--- config.mk ---
export PLATFORM = sky130hd
export DESIGN_NAME = sevenseg_scan
export DESIGN_NICKNAME = d
export VERILOG_FILES = /design/src/rtl/sevenseg_scan.sv
export SDC_FILE = /design/constraint.sdc
export NUM_CORES = 1
export LEC_CHECK = 0
export CAP_MARGIN = 30
export CORE_MARGIN = 1
export CORE_UTILIZATION = 50
export DETAILED_ROUTE_END_ITERATION = 10
export PLACE_DENSITY = 0.79
export SLEW_MARGIN = 20
export SYNTH_ARGS = -nofsm -noshare
export SYNTH_HDL_FRONTEND = slang
export SYNTH_SLANG_ARGS = --single-unit
--- constraint.sdc ---
create_clock -name clock -period 6.34 [get_ports clock]
set_clock_uncertainty 0.05 [all_clocks]
set_input_delay 0.951 -clock clock [delete_from_list [all_inputs] [get_ports clock]]
set_output_delay 0.951 -clock clock [all_outputs]
set_load 0.05 [all_outputs]
--- src/rtl/sevenseg_scan.sv ---
// Purpose: multiplexing scan controller feeding a 4-digit seven-segment driver.
// Latency: registered outputs, one cycle behind the internal scan state.
// Backpressure: none; load is a strobe, ack pulses when a pending value goes live at a frame boundary.
//
// Ports:
//   clock, reset   - system clock, synchronous active-high reset
//   enable         - 1 = scan, 0 = display off (returns to slot 0)
//   load           - strobe capturing value/dpmask as the pending frame
//   value, dpmask  - nibble i / bit i shown on slot i (AN i)
//   lzs            - leading-zero suppression, sampled every cycle
//   ack            - one-cycle pulse when the pending frame becomes active
//   data           - driver code (0-15 hex, 31 = off)
//   digit          - driver select (0 = off, 1-4 = AN0-AN3)
//   setdp          - decimal point request
module sevenseg_scan #(
  parameter int REFRESH_DIV = 50000,
  parameter int GUARD       = 4
) (
  input  logic        clock,
  input  logic        reset,
  input  logic        enable,
  input  logic        load,
  input  logic [15:0] value,
  input  logic [3:0]  dpmask,
  input  logic        lzs,
  output logic        ack,
  output logic [4:0]  data,
  output logic [2:0]  digit,
  output logic        setdp
);

  localparam int CW = $clog2(REFRESH_DIV);
  localparam logic [CW-1:0] CNT_LAST = CW'(REFRESH_DIV - 1);

  typedef struct packed {
    logic [15:0] val;
    logic [3:0]  dp;
  } frame_t;

  typedef enum logic {IDLE, SCAN} state_t;

  state_t          state, state_nxt;
  logic [CW-1:0]   cnt, cnt_nxt;
  logic [1:0]      slot, slot_nxt;
  frame_t          active, pending;
  logic            pend_flag;
  logic            boundary;
  logic            in_guard;
  logic [15:0]     upper;
  logic            suppress;
  logic [4:0]      data_nxt;
  logic [2:0]      digit_nxt;
  logic            setdp_nxt;

  // With no guard interval the comparison would be constant, so it is
  // elaborated away entirely.
  generate
    if (GUARD > 0) begin : g_guard
      localparam logic [CW-1:0] GUARD_C = CW'(GUARD);
      assign in_guard = (cnt < GUARD_C);
    end else begin : g_noguard
      assign in_guard = 1'b0;
    end
  endgenerate

  // Scan sequencing. A frame boundary is either the IDLE->SCAN start or the
  // last cycle of slot 3; only there may the pending frame become active.
  always_comb begin
    state_nxt = state;
    cnt_nxt   = cnt;
    slot_nxt  = slot;
    boundary  = 1'b0;
    case (state)
      IDLE: begin
        cnt_nxt  = '0;
        slot_nxt = '0;
        if (enable) begin
          state_nxt = SCAN;
          boundary  = 1'b1;
        end
      end
      SCAN: begin
        if (!enable) begin
          state_nxt = IDLE;
          cnt_nxt   = '0;
          slot_nxt  = '0;
        end else if (cnt == CNT_LAST) begin
          cnt_nxt  = '0;
          slot_nxt = slot + 2'd1;
          boundary = (slot == 2'd3);
        end else begin
          cnt_nxt = cnt + 1'b1;
        end
      end
      default: begin
        state_nxt = IDLE;
        cnt_nxt   = '0;
        slot_nxt  = '0;
      end
    endcase
  end

  // Output decode from the current scan position. `upper` holds nibbles
  // slot..3 in its low bits: its low nibble is the digit to show, and if the
  // whole thing is zero the digit is a leading zero.
  always_comb begin
    data_nxt  = 5'd31;
    digit_nxt = '0;
    setdp_nxt = 1'b0;
    upper     = active.val >> {slot, 2'b00};
    suppress  = lzs && (slot != 2'd0) && (upper == 16'd0);
    if (state == SCAN && !in_guard) begin
      digit_nxt = {1'b0, slot} + 3'd1;
      setdp_nxt = active.dp[slot];
      data_nxt  = suppress ? 5'd31 : {1'b0, upper[3:0]};
    end
  end

  always_ff @(posedge clock) begin
    if (reset) begin
      state     <= IDLE;
      cnt       <= '0;
      slot      <= '0;
      active    <= '0;
      pending   <= '0;
      pend_flag <= 1'b0;
      ack       <= 1'b0;
      data      <= 5'd31;
      digit     <= '0;
      setdp     <= 1'b0;
    end else begin
      state <= state_nxt;
      cnt   <= cnt_nxt;
      slot  <= slot_nxt;
      ack   <= boundary && pend_flag;
      if (boundary && pend_flag) begin
        active <= pending;
      end
      // A load coinciding with a boundary transfers the old pending frame
      // above and leaves the new one pending for the next boundary.
      if (load) begin
        pending   <= '{val: value, dp: dpmask};
        pend_flag <= 1'b1;
      end else if (boundary) begin
        pend_flag <= 1'b0;
      end
      data  <= data_nxt;
      digit <= digit_nxt;
      setdp <= setdp_nxt;
    end
  end

endmodule

==> results.cfg <==
[placed_design]
io_buffers = 34
dp_slack_ns = 3.29
place_hpwl_mm = 3.88
gp_congestion = 0.831

[pwr]
power.leakage_nw = 1.29
power_density_nw_per_um2 = 248
total_power_mw = 0.868
ir_drop_mv = 0.169

[synthesis]
synth_top_family_by_area = simple AND/OR/NAND/NOR gates
synth_nets = 330
synthesis.area_um2 = 2910
synth-xor-area-share_pct = 3.61
synthDistinctLibCells = 38
synthSimpleGateAreaFrac_pct = 19.5
synth-seq-area-share_pct = 48.1
synth_compound_area_share_pct = 6.02
yosysWarningCount = 0
synth_mux_area_share_pct = 17.6
synth_seq_cells = 70
synth_adder_area_share_pct = 1.29
synth.avg_cell_area_um2 = 9.64
synthCells = 302

[global_routing]
grt_pass1_wl_mm = 9.38
grt_max_degree = 41
antenna_found_initial = 0
grt_pass1_vias = 2021
globalRouteOverflowTotal = 0
track_usage_pct = 20.0

[cells_and_area]
final_common_cell = dfxtp_1
drive_gt1_share_pct = 8.55
n_antenna_cell = 0
fin_nets = 362
syn2layout_area_growth_pct = 20.1
mostFrequentLayoutCells = dfxtp_1, nand2_1, nor2_1

[cts]
cts_made_buffers = 9
ctsRootBufferMaster = clkbuf_8
cts_resized = 0
clk_pin_slew_ns = 0.07
clock_path_buffers = 2
cts_tree = yes
clock_latency_ns = 0.34
h-tree-depth = 3
cts_hold_buffers = 0
cts_sinks = 70
post_cts_buffers = 0

[routing]
wl_per_cell_um = 13.3
ant_nets = 0
wl_met1_mm = 2.73
met3_length_um = 217
wl_met2_mm = 2.40
first_pass_iters = 4
drc = 0
routed_via_density = 5.27
top_layer_used = met4
dr_total_vias = 2165
first_iter_violations = 122
wl_mm = 5.47

[timing]
fin_crit_sh_pct = 42.2
setup_viol = 0
rsz0062_at_grt = no
fmax_mhz = 374
min_period_ns = 2.67
fin_ws_ns = 3.67
hold_violations = 0
slew_violations = 0
worst_pin_slew_ns = 0.850
maxSlewHeadroom_pct = 43.2
setup_tns_ns = 0
hold-worst-slack_ns = 0.413

[flow_run]
drv_cap = 0

[setup_path]
cpPeakStageDelay_ns = 0.60
required_ns = 6.56
cp.arrival_ns = 2.90
critical_path_buf_inv_count = 1
critPathTopFamily = simple AND/OR/NAND/NOR gates
crit_chain = or4_4 -> or4b_4 -> o32ai_4 -> buf_8 -> mux2i_1
path_max_fanout = 12
endpoint_kind = flop
reg2reg_to = active[7]$_SDFFE_PP0P_
worst_setup_path_start_kind = flop
critPathSlowestCell = o32ai_4
path_class = flop to flop
r2r_start = cnt[12]$_SDFF_PP0_
rr_worst_depth = 5
reg2reg_slack_ns = 3.67

[die]
die-height_um = 78.3
ios = 35
dieArea_um2 = 6130
std_cell_rows = 27
die_w_um = 78.3
start_util_pct = 52.2
coreArea_um2 = 5570

[min_path]
holdPathStages = 2
worst_hold_path.endpoint = active[1]$_SDFFE_PP0P_
hp-class = flop to flop
hp-start = pending[1]$_SDFFE_PP0P_

[outcome]
outcome = completed
-- worst max path at each step --
stage                       start                     end  slack (ns)  cells past startpoint
3_5_place_dp                reset       cnt[8]$_SDFF_PP0_        3.29                      5
4_1_cts        cnt[12]$_SDFF_PP0_  active[7]$_SDFFE_PP0P_        3.65                      5
2_1_floorplan  cnt[12]$_SDFF_PP0_  active[0]$_SDFFE_PP0P_        4.10                      5
3_3_place_gp                reset       cnt[6]$_SDFF_PP0_        3.38                      5
5_1_grt                     reset       cnt[8]$_SDFF_PP0_        3.48                      5
6_report       cnt[12]$_SDFF_PP0_  active[7]$_SDFFE_PP0P_        3.67                      5
-- per-layer routing --
layer / track usage, % / vias up
li1: - / 1104
met1: 27.8 / 1006
met2: 28.1 / 43
met3: 5.93 / 12
met4: 9.81 / 0
met5: 0 / -
-- Yosys cell counts --
cell type	number	share of area, %
o21ai_0	5	0.86
o211ai_1	1	0.26
and3_1	3	0.64
inv_1	6	0.77
a31o_2	1	0.30
or4_4	1	0.39
nor4_1	2	0.43
o311ai_1	1	0.30
nor2_1	42	5.4
o32ai_4	1	0.95
mux2i_1	40	14
buf_1	3	0.39
nand4_1	5	1.1
nand2_1	46	5.9
nor2b_1	2	0.43
dfxtp_1	70	48
a22oi_1	1	0.26
ha_1	3	1.3
o311ai_0	1	0.30
and2_1	1	0.22
and4_1	3	0.90
clkinv_1	1	0.13
clkbuf_1	12	1.5
nor3_1	5	0.86
mux4_2	5	3.9
xnor2_1	2	0.60
or3_1	2	0.43
or4_1	1	0.26
a311o_1	1	0.34
nor4b_1	1	0.30
o31ai_1	1	0.26
nand3_1	10	1.7
buf_8	2	1.0
a211o_1	3	0.90
xor2_1	10	3.0
a21oi_1	6	1.0
a21o_1	1	0.26
or4b_4	1	0.47
-- state kept, by name, indices dropped and copies added, names as in the netlist, 2 cells and up --
signal   count
digit        3
data         5
active      20
pending     20
cnt         16
slot         2
-- kinds of logic after synthesis --
| kind of cell | after synthesis |
|---|---|
| and+or+nand+nor | 125 |
| DFF | 70 |
| muxes | 45 |
| buffers and inverters | 24 |
| AOI/OAI and AO/OA | 23 |
| xor gates and xnor gates | 12 |
| adders and majority gates | 3 |
-- report_power, final --
group          internal, mW  total (mW)  switching [mW]
combinational        0.0299      0.0552          0.0253
clock                 0.191       0.355           0.164
sequential            0.450       0.458         0.00707
-- layout make-up --
type | count | area (um^2)
clock inverter | 6 | 61.3
multi-input combinational | 208 | 1400
inverter | 7 | 26.3
timing repair buffer | 38 | 383
sequential | 70 | 1400
clock buffer | 10 | 138
fill | 462 | 2080
tap | 72 | 90.1
-- worst register-to-register path, cell delays in order, from the launching register on --
cell	delay, ns
dfxtp_1	0.35
or4_4	0.57
or4b_4	0.59
o32ai_4	0.60
buf_8	0.25
mux2i_1	0.20
-- per-stage QoR --
step,utilization (%),area [um^2],std cells
after detailed placement,59.1,3290,394
final,62.7,3500,411
after floorplan,-,2910,302
after CTS,62.6,3490,410
after global routing,62.7,3500,411
after global placement,58.5,3260,392
(Power assumes the default switching activity.)
